**config.mk**
```make
export PLATFORM = sky130hd
export DESIGN_NAME = arbitro_ram
export DESIGN_NICKNAME = d
export VERILOG_FILES = /design/src/rtl/arbitro_ram.sv
export SDC_FILE = /design/constraint.sdc
export NUM_CORES = 1
export LEC_CHECK = 0
export ABC_CLOCK_PERIOD_IN_PS = 1500
export CAP_MARGIN = 30
export CORE_UTILIZATION = 39
export DETAILED_ROUTE_END_ITERATION = 16
export GPL_TIMING_DRIVEN = 0
export PLACE_DENSITY = 0.75
export SLEW_MARGIN = 20
export SYNTH_ARGS = -nofsm -noshare
export SYNTH_HDL_FRONTEND = slang
export SYNTH_SLANG_ARGS = --single-unit
```
**constraint.sdc**
```tcl
create_clock -name clk_i -period 1.5 [get_ports clk_i]
set_input_delay 0.3 -clock clk_i [delete_from_list [all_inputs] [get_ports clk_i]]
set_output_delay 0.3 -clock clk_i [all_outputs]
set_load 0.05 [all_outputs]
```
**src/rtl/arbitro_ram.sv**
```systemverilog
// arbitro_ram: two-requester arbiter in front of a single-port RAM.
// One transaction runs through IDLE -> ACCESS -> DONE. Simultaneous
// requests are resolved by a 1-bit round-robin pointer, which is flipped
// to the loser each time a transaction completes its access.
module arbitro_ram #(
  parameter int N = 4,
  parameter int M = 4
) (
  input  logic         clk_i,
  input  logic         rst_i,
  input  logic         a_req_i,
  input  logic         b_req_i,
  input  logic         a_we_i,
  input  logic         b_we_i,
  input  logic [N-1:0] a_addr_i,
  input  logic [N-1:0] b_addr_i,
  input  logic [M-1:0] a_dato_i,
  input  logic [M-1:0] b_dato_i,
  output logic         a_ack_o,
  output logic         b_ack_o,
  output logic [M-1:0] a_dato_o,
  output logic [M-1:0] b_dato_o,
  output logic [N-1:0] ram_addr_o,
  output logic         ram_rden_o,
  output logic         ram_wren_o,
  output logic [M-1:0] ram_dato_write_o,
  input  logic [M-1:0] ram_dato_read_i,
  output logic         busy_o,
  output logic [7:0]   cnt_a_o,
  output logic [7:0]   cnt_b_o
);

  localparam logic [1:0] ST_IDLE   = 2'd0;
  localparam logic [1:0] ST_ACCESS = 2'd1;
  localparam logic [1:0] ST_DONE   = 2'd2;

  // Latched request of the winner; requester inputs are ignored after grant.
  typedef struct packed {
    logic         we;
    logic [N-1:0] addr;
    logic [M-1:0] dato;
  } req_t;

  logic [1:0]   state_q, state_d;
  logic         ptr_q;    // 0 = A has priority, 1 = B
  logic         win_q;    // 0 = A owns the current transaction, 1 = B
  req_t         lat_q;
  req_t         a_req_s, b_req_s;
  logic         any_req, grant_b;
  logic         in_access, in_done;
  logic [M-1:0] a_dato_q, b_dato_q;
  logic [7:0]   cnt_a_q, cnt_b_q;

  assign a_req_s = '{we: a_we_i, addr: a_addr_i, dato: a_dato_i};
  assign b_req_s = '{we: b_we_i, addr: b_addr_i, dato: b_dato_i};

  // Grant decision: B wins if it is alone or if it holds the pointer.
  always_comb begin
    any_req = a_req_i | b_req_i;
    grant_b = b_req_i & (~a_req_i | ptr_q);
  end

  // Next-state logic; ACCESS and DONE each last exactly one cycle.
  always_comb begin
    state_d = state_q;
    case (state_q)
      ST_IDLE:   if (any_req) state_d = ST_ACCESS;
      ST_ACCESS: state_d = ST_DONE;
      ST_DONE:   state_d = ST_IDLE;
      default:   state_d = ST_IDLE;
    endcase
  end

  // State register; async reset aborts any transaction in flight.
  always_ff @(posedge clk_i or negedge rst_i) begin
    if (!rst_i) state_q <= ST_IDLE;
    else        state_q <= state_d;
  end

  // Capture winner and its request on the IDLE->ACCESS edge.
  always_ff @(posedge clk_i or negedge rst_i) begin
    if (!rst_i) begin
      win_q <= 1'b0;
      lat_q <= '0;
    end else if (state_q == ST_IDLE && any_req) begin
      win_q <= grant_b;
      lat_q <= grant_b ? b_req_s : a_req_s;
    end
  end

  // Pointer moves to the non-winner once the access has happened.
  always_ff @(posedge clk_i or negedge rst_i) begin
    if (!rst_i)                  ptr_q <= 1'b0;
    else if (state_q == ST_ACCESS) ptr_q <= ~win_q;
  end

  // Read data lands only in the winner's register, held until its next read.
  always_ff @(posedge clk_i or negedge rst_i) begin
    if (!rst_i) begin
      a_dato_q <= '0;
      b_dato_q <= '0;
    end else if (state_q == ST_ACCESS && !lat_q.we) begin
      if (win_q) b_dato_q <= ram_dato_read_i;
      else       a_dato_q <= ram_dato_read_i;
    end
  end

  // Completed-transaction counters, bumped on the ack cycle, saturating.
  always_ff @(posedge clk_i or negedge rst_i) begin
    if (!rst_i) begin
      cnt_a_q <= '0;
      cnt_b_q <= '0;
    end else if (state_q == ST_DONE) begin
      if (!win_q && cnt_a_q != 8'hFF) cnt_a_q <= cnt_a_q + 8'd1;
      if ( win_q && cnt_b_q != 8'hFF) cnt_b_q <= cnt_b_q + 8'd1;
    end
  end

  // RAM strobes and acks decode straight from state so reset kills them at once.
  always_comb begin
    in_access        = (state_q == ST_ACCESS);
    in_done          = (state_q == ST_DONE);
    ram_addr_o       = in_access ? lat_q.addr : '0;
    ram_dato_write_o = in_access ? lat_q.dato : '0;
    ram_wren_o       = in_access &  lat_q.we;
    ram_rden_o       = in_access & ~lat_q.we;
    a_ack_o          = in_done & ~win_q;
    b_ack_o          = in_done &  win_q;
    busy_o           = (state_q != ST_IDLE);
  end

  assign a_dato_o = a_dato_q;
  assign b_dato_o = b_dato_q;
  assign cnt_a_o  = cnt_a_q;
  assign cnt_b_o  = cnt_b_q;

endmodule

```
==> run metrics, run 1 <==
critical path class reg -> out; share of power burned in combinational logic 59.1%; number of remaining DRC errors 0; launching element of the worst setup path state_q[0]; Synth Net Count 180; global-route wire length before repair 6223 µm; power per standard cell area 2142 nW/µm²; number of endpoints with negative hold slack in the final report 0; number of buffers between clock root and the deepest sink 2; run status finished, violations left; slowest CP cell sky130_fd_sc_hd__dfrtp_2; standard cell core area just over 4000 µm²; reg2reg path depth 5; top cells by area in the synthesized netlist sky130_fd_sc_hd__dfrtp_1 (54%), sky130_fd_sc_hd__mux2_2 (7.9%), sky130_fd_sc_hd__mux2i_1 (5.9%); FMAX 589.5 MHz; 1st-iter DRT viols 61; Placer Congestion 0.7540; Leak 0.001229 µW; violations in the final reports negative setup slack; slack of the worst reg-to-reg path -0.16 ns; area fraction of the dominant cell type after synthesis 54.45%; FF+latch count, synth 37; worst-skew pair later-pin latency 0.29 ns; number of cells produced by synthesis around 150; delay of the slowest cell on the worst path 0.43 ns; final worst-path cycle share 113.1%; number of antenna cells inserted 0; total number of clock tree sinks 37; number of maximum-capacitance constraint violations 0; total iterations of the first detailed-routing run 4; floorplan row count 23; global router's overall resource usage 18.66%; internal portion of total power between 3000 and 4000 µW; path category of the worst min-delay check in -> async; synthesis warning total 0; switching share of total power 47.44%; sequential fraction of the synthesis area 54.45%; Avg WL per Cell 13.86 µm; portion of total power attributed to sequential cells roughly 30%; die outline width 68.03 µm; max_slew headroom 58.06%; TritonCTS clock tree yes; share of total power in the clock network 11.1%; remaining antenna violation count after routing 0; initial antenna violation count 0; crit path setup slack, layout -0.1962 ns; sum of routed wire length over all layers 3921 µm; setup total negative slack -3.249 ns; final setup violation count 25; Worst R2R Start state_q[0]; worst supply voltage drop on vdd 0.9428 mV; boundary pin count 63; count of cell types in the netlist 30; endpoint kind of the worst setup timing path output pin; final net count 260; clock edge transition at the registers on the reported setup and hold paths roughly 0.07 ns; Net Switching 2772 µW; TritonCTS Buffers 5; post-route cell area between 2000 and 3000 µm²; CTS root buf sky130_fd_sc_hd__clkbuf_8; Data required, critical path 1.20 ns; number of fill cells 328; largest area contributor in the netlist sky130_fd_sc_hd__dfrtp_1; final max-slew violation count 0; number of global-route vias before repair 1363; vertical extent of the die 68.03 µm; dpl hpwl 2660 µm; chain of cells forming the critical path buf_6, nand2b_4, clkinvlp_4, and2_4, buf_8; overall via count from detail_route 1390; Crit path arrival time about 1.4 ns; Vias per Instance just under 5; top fanout value on the critical path 6; average footprint of a synthesized cell 11.19 µm²; area growth from synthesis to final layout 60.41%; Worst Skew 0.007128 ns; Die ar. 4628 µm²; minimum period implied by the final worst setup slack around 1.7 ns; crit start category flip-flop; H-tree Lvls 2; fraction of layout cells with a size suffix above 1 between 30% and 40%; Worst-Margin Slew roughly 0.62 ns; initial standard-cell utilization of the core a little over two fifths; Synth Cell Area 1700 µm²; crit path to ram_dato_write_o[0]; Reg area 937.1 µm²; end of the worst register-to-register path cnt_a_o[6]; Final Hold Slack 0.4501 ns; area of combinational cells with multiple inputs 847.1 µm²; maximum number of pins on one net before global-route repair 25; IO buf count 62; setup repair after global routing missed its margin yes; Congestion Overflow GR 0; placed instance area 2441 µm²
[cell usage in the layout, fill, tap and decap left out, drive strengths merged]
master and n:
a21oi 12, nor2 16, and2 9, clkdlybuf4s15 14, ha 2, clkbuf 14, dfrtp 37, and3b 1
mux2i 10, or2 2, buf 26, inv 5, nand4 3, dlygate4sd3 1, nand2b 3, nor3 3
clkdlybuf4s50 24, nor2b 1, dlygate4sd2 5, a41oi 1, o21ai 4, and3 2, xor2 4, xnor2 6
and4 1, a31oi 1, nor3b 1, clkinvlp 1, nand2 6, nand3 5, mux2 12, or3b 1
[worst min path at each step]
stage,startpoint,endpoint,slack (ns),depth (start not counted)
floorplan,rst_i,a_dato_o[0],0.004,0
global route,rst_i,lat_q[0],0.49,2
detailed placement,rst_i,lat_q[0],0.23,1
finish,rst_i,lat_q[0],0.45,2
global placement,ptr_q,ptr_q,0.48,2
CTS,rst_i,cnt_a_o[1],0.46,2
[metrics by stage]
step / total power [µW] / std cells / util (%) / setup WS (ns)
after detailed placement: 4903 / 265 / 59.74 / -0.6292
after CTS: 5776 / 282 / 65.28 / -0.1652
after floorplan: 3841 / 152 / - / -0.3956
after global placement: 4842 / 264 / 59.19 / -0.8243
final: 5842 / 283 / 66.75 / -0.1962
after global routing: 6190 / 283 / 66.75 / -0.2778
[state kept, by name, summed over array words and instances, names as in the netlist]
| name | flops |
|---|---|
| a_dato_o | 4 |
| win_q | 1 |
| b_dato_o | 4 |
| lat_q | 9 |
| cnt_b_o | 8 |
| cnt_a_o | 8 |
| state_q | 2 |
| ptr_q | 1 |
[cells in the mapped netlist]
master                     number
sky130_fd_sc_hd__a21oi_1       12
sky130_fd_sc_hd__a31oi_1        1
sky130_fd_sc_hd__a41oi_1        1
sky130_fd_sc_hd__and2_1         9
sky130_fd_sc_hd__and3_1         2
sky130_fd_sc_hd__and3b_2        1
sky130_fd_sc_hd__and4_1         1
sky130_fd_sc_hd__buf_2          2
sky130_fd_sc_hd__clkbuf_1       1
sky130_fd_sc_hd__clkbuf_2       1
sky130_fd_sc_hd__dfrtp_1       37
sky130_fd_sc_hd__ha_1           2
sky130_fd_sc_hd__inv_1          5
sky130_fd_sc_hd__mux2_2        12
sky130_fd_sc_hd__mux2i_1       10
sky130_fd_sc_hd__nand2_1        6
sky130_fd_sc_hd__nand2b_1       3
sky130_fd_sc_hd__nand3_1        5
sky130_fd_sc_hd__nand4_1        3
sky130_fd_sc_hd__nor2_1        16
sky130_fd_sc_hd__nor2b_1        1
sky130_fd_sc_hd__nor3_1         3
sky130_fd_sc_hd__nor3b_4        1
sky130_fd_sc_hd__o21ai_0        2
sky130_fd_sc_hd__o21ai_1        2
sky130_fd_sc_hd__or2_1          1
sky130_fd_sc_hd__or2_2          1
sky130_fd_sc_hd__or3b_1         1
sky130_fd_sc_hd__xnor2_1        6
sky130_fd_sc_hd__xor2_1         4
[cell families after synthesis]
family	count (synthesis)	synth area share [%]
AOI/OAI and AO/OA	18	5.593
xor gates and xnor gates	10	5.151
adders and majority gates	2	1.471
buffers and inverters	9	2.207
DFF	37	54.45
muxes	22	13.83
and+or+nand+nor	54	17.29
[final cells by class]
class,count,share of cell area (%)
multi-input cells,106,31.05
repair buffers,73,27.75
repair inverters,1,0.2752
well taps,50,2.294
plain buffers,3,0.6422
inverters,5,0.6881
flip-flops and latches,37,34.36
clock buffers,8,2.936
[routing by layer]
metal	track usage, %	wire (µm)
met4	6.250	48
met2	30.51	1991
met1	21.82	1610
met3	8.000	271
met5	0	0
[power groups by stage]
| stage | logic [µW] | clock network [µW] | registers (µW) |
|---|---|---|---|
| 4_1_cts | 3390 | 663 | 1720 |
| 5_1_grt | 3670 | 717 | 1800 |
| 3_3_place_gp | 3110 | 0 | 1730 |
| 3_5_place_dp | 3150 | 0 | 1750 |
| 2_1_floorplan | 1360 | 0 | 2480 |
| 6_report | 3460 | 646 | 1740 |
[timing repair]
item / CTS / global route
hold buffers: 1 / 0
pin swaps: 5 / 6
endpoints found under the hold margin: 13 / 0
buffers inserted: 8 / 1
endpoints found under the setup margin: 56 / 50
cloned: 1 / 0
resized for setup: 161 / 28
[worst max-delay path, delay by kind of cell, from the launching register on]
| family | cells | cell delay, ns |
|---|---|---|
| buffers and inverters | 3 | 0.40 |
| and+or+nand+nor | 2 | 0.28 |
| DFF | 1 | 0.43 |
Power figures use the tool's default switching activity.
==> inputs of run 2 (changes only) <==
ABC_CLOCK_PERIOD_IN_PS = 1700   (was 1500)
CORE_UTILIZATION = 44   (was 39)
PLACE_DENSITY = 0.8   (was 0.75)
clock period = 1.7 ns   (was 1.5 ns; I/O delays follow)
==> run 2 against run 1 <==
The run now ends clean. First-iteration DRC count rose by 69%. Via count shrank 0.29%. Register-to-register slack improved by 0.27 ns. Non-clock buffer count down 6. Largest cell class unchanged.
==> run metrics, run 2 (same netlist as run 1, synthesis figures left out) <==
Leak 0.001212 µW (-1.4%); endpoint kind of the worst setup timing path output pin; switching share of total power 49.19% (+1.8 points); number of remaining DRC errors 0 (unchanged); dpl hpwl 2747 µm (+3.3%); FMAX 600.4 MHz; maximum number of pins on one net before global-route repair 27 (+8.0%); boundary pin count 63 (unchanged); setup repair after global routing missed its margin yes; Die ar. 4117 µm² (-11%); Worst-Margin Slew 0.5254 ns (-0.09892 ns); area of combinational cells with multiple inputs 763.2 µm² (-9.9%); number of antenna cells inserted 0 (unchanged); TritonCTS clock tree yes; final net count 254 (-2.3%); global router's overall resource usage 20.54% (+1.9 points); post-route cell area 2529 µm² (-7.3%); total number of clock tree sinks 37 (unchanged); share of power burned in combinational logic 56.2% (-2.9 points); overall via count from detail_route 1386 (-0.29%); worst supply voltage drop on vdd 1.257 mV (+33%); highest-count cells in the layout ignoring fill and taps sky130_fd_sc_hd__dfrtp_1 (31), sky130_fd_sc_hd__clkdlybuf4s50_1 (24), sky130_fd_sc_hd__dlygate4sd2_1 (24), sky130_fd_sc_hd__nor2_1 (16); Reg area 933.4 µm² (-0.40%); total iterations of the first detailed-routing run 4 (unchanged); remaining antenna violation count after routing 0 (unchanged); critical path class reg -> out; max_slew headroom 65.11% (+7.1 points); sum of routed wire length over all layers 3851 µm (-1.8%); portion of total power attributed to sequential cells 31.6% (+1.8 points); power per standard cell area 1920 nW/µm² (-10%); crit path setup slack, layout 0.03439 ns (+0.2306 ns); top fanout value on the critical path 6 (unchanged); Avg WL per Cell 14.00 µm (+1.1%); minimum period implied by the final worst setup slack ~1.7 ns; number of endpoints with negative hold slack in the final report 0 (unchanged); TritonCTS Buffers 5 (unchanged); max FFs per register 9 (unchanged); worst-skew pair later-pin latency 0.29 ns (about the same); initial standard-cell utilization of the core 46.10% (+4.5 points); chain of cells forming the critical path nand2b_4, clkinvlp_4, and2_1, buf_6; standard cell core area 3689 µm² (-9.7%); crit start category flip-flop; run status finished clean; final worst-path cycle share 97.98%; clock edge transition at the registers on the reported setup and hold paths 0.07 ns (about the same); floorplan row count 22 (-4.3%); internal portion of total power 2467 µW (-20%); Worst Skew 0.006395 ns (-0.0007330 ns); IO buf count 62 (unchanged); Crit path arrival time 1.33 ns (-0.07 ns); vertical extent of the die 64.17 µm (-5.7%); number of buffer and inverter instances along the worst setup path 2 (-1); number of buffers between clock root and the deepest sink 2 (unchanged); core occupancy in the finished layout 68.55% (+1.8 points); register with the highest flop count lat_q; global-route wire length before repair 6230 µm (+0.11%); pre-CTS WS -0.4697 ns (+0.1595 ns); Congestion Overflow GR 0 (unchanged); number of global-route vias before repair 1388 (+1.8%); slowest CP cell sky130_fd_sc_hd__dfrtp_2; share of total power in the clock network 12.2% (+1.1 points); setup total negative slack 0 ns (+3.249 ns); area growth from synthesis to final layout 48.71%; die outline width 64.17 µm (-5.7%); initial antenna violation count 0 (unchanged); Worst path top cell family by delay flip-flops; Vias per Instance 5.040 (+2.6%); H-tree Lvls 2 (unchanged); number of maximum-capacitance constraint violations 0 (unchanged); CTS root buf sky130_fd_sc_hd__clkbuf_8; path category of the worst min-delay check in -> async; Net Switching 2389 µW (-14%); placed instance area 2401 µm² (-1.6%); number of fill cells 301 (-8.2%); 1st-iter DRT viols 103 (+69%); delay of the slowest cell on the worst path 0.45 ns (+0.02 ns); final max-slew violation count 0 (unchanged); Data required, critical path 1.36 ns (+0.16 ns); final setup violation count 0 (-100%); Placer Congestion 0.7517 (-0.31%); fraction of layout cells with a size suffix above 1 25.11% (-15 points); most common cell after layout, fill and taps aside sky130_fd_sc_hd__dfrtp_1
-- run 2: final timing paths --
kind                       slack [ns]                   to  cells after the start       start
max in group asynchronous        0.78           state_q[0]                      3       rst_i
max reg2reg                      0.11           cnt_a_o[6]                      4       win_q
min reg2reg                      0.49                ptr_q                      2       ptr_q
max                              0.03  ram_dato_write_o[0]                      4  state_q[0]
min in group clk_i               0.49                ptr_q                      2       ptr_q
min                              0.47          a_dato_o[0]                      2       rst_i
-- run 2: what timing repair did --
item,4_1_cts,5_1_grt
resized for setup,108,17
setup buffers,1,1
pin swaps,0,2
endpoints found under the setup margin,37,17
hold buffers,1,0
endpoints found under the hold margin,11,0
gates cloned,1,0
-- run 2: per-layer routing --
layer / global-route usage [%] / up-vias / routed length, µm
met3: 7.321 / 7 / 211
met4: 8.611 / 0 / 58
met2: 35.77 / 43 / 2010
met5: 0 / - / 0
li1: - / 676 / -
met1: 22.52 / 660 / 1570
-- run 2: power by group through the flow --
| stage | combinational (µW) | clock (µW) | sequential [µW] |
|---|---|---|---|
| after detailed placement | 2740 | 0 | 1530 |
| after global routing | 2880 | 663 | 1590 |
| after floorplan | 1170 | 0 | 2170 |
| after global placement | 2690 | 0 | 1510 |
| after CTS | 2630 | 624 | 1520 |
| final | 2730 | 593 | 1530 |
-- run 2: through the flow --
step / hold slack [ns] / total power (µW) / cells
5_1_grt: 0.4729 / 5137 / 275
2_1_floorplan: 0.04441 / 3341 / 152
6_report: 0.4682 / 4855 / 275
3_3_place_gp: 0.4597 / 4197 / 262
3_5_place_dp: 0.2486 / 4275 / 263
4_1_cts: 0.4657 / 4777 / 274
-- run 2: worst register-to-register path, cell delays in order (launching register included) --
cell and delay (ns):
sky130_fd_sc_hd__dfrtp_2 0.45, sky130_fd_sc_hd__nor3b_4 0.26, sky130_fd_sc_hd__or3b_1 0.39, sky130_fd_sc_hd__or2_1 0.23, sky130_fd_sc_hd__xnor2_1 0.13
-- run 2: cell type report --
cell class / instances / share of cell area (%)
Sequential cell: 37 / 36.91
Timing Repair inverter: 1 / 0.2969
Clock inverter: 3 / 0.6927
Timing Repair Buffer: 66 / 25.23
Buffer: 4 / 0.8412
Inverter: 5 / 0.7422
Multi-Input combinational cell: 106 / 30.18
Clock buffer: 5 / 2.721
Tap cell: 48 / 2.375
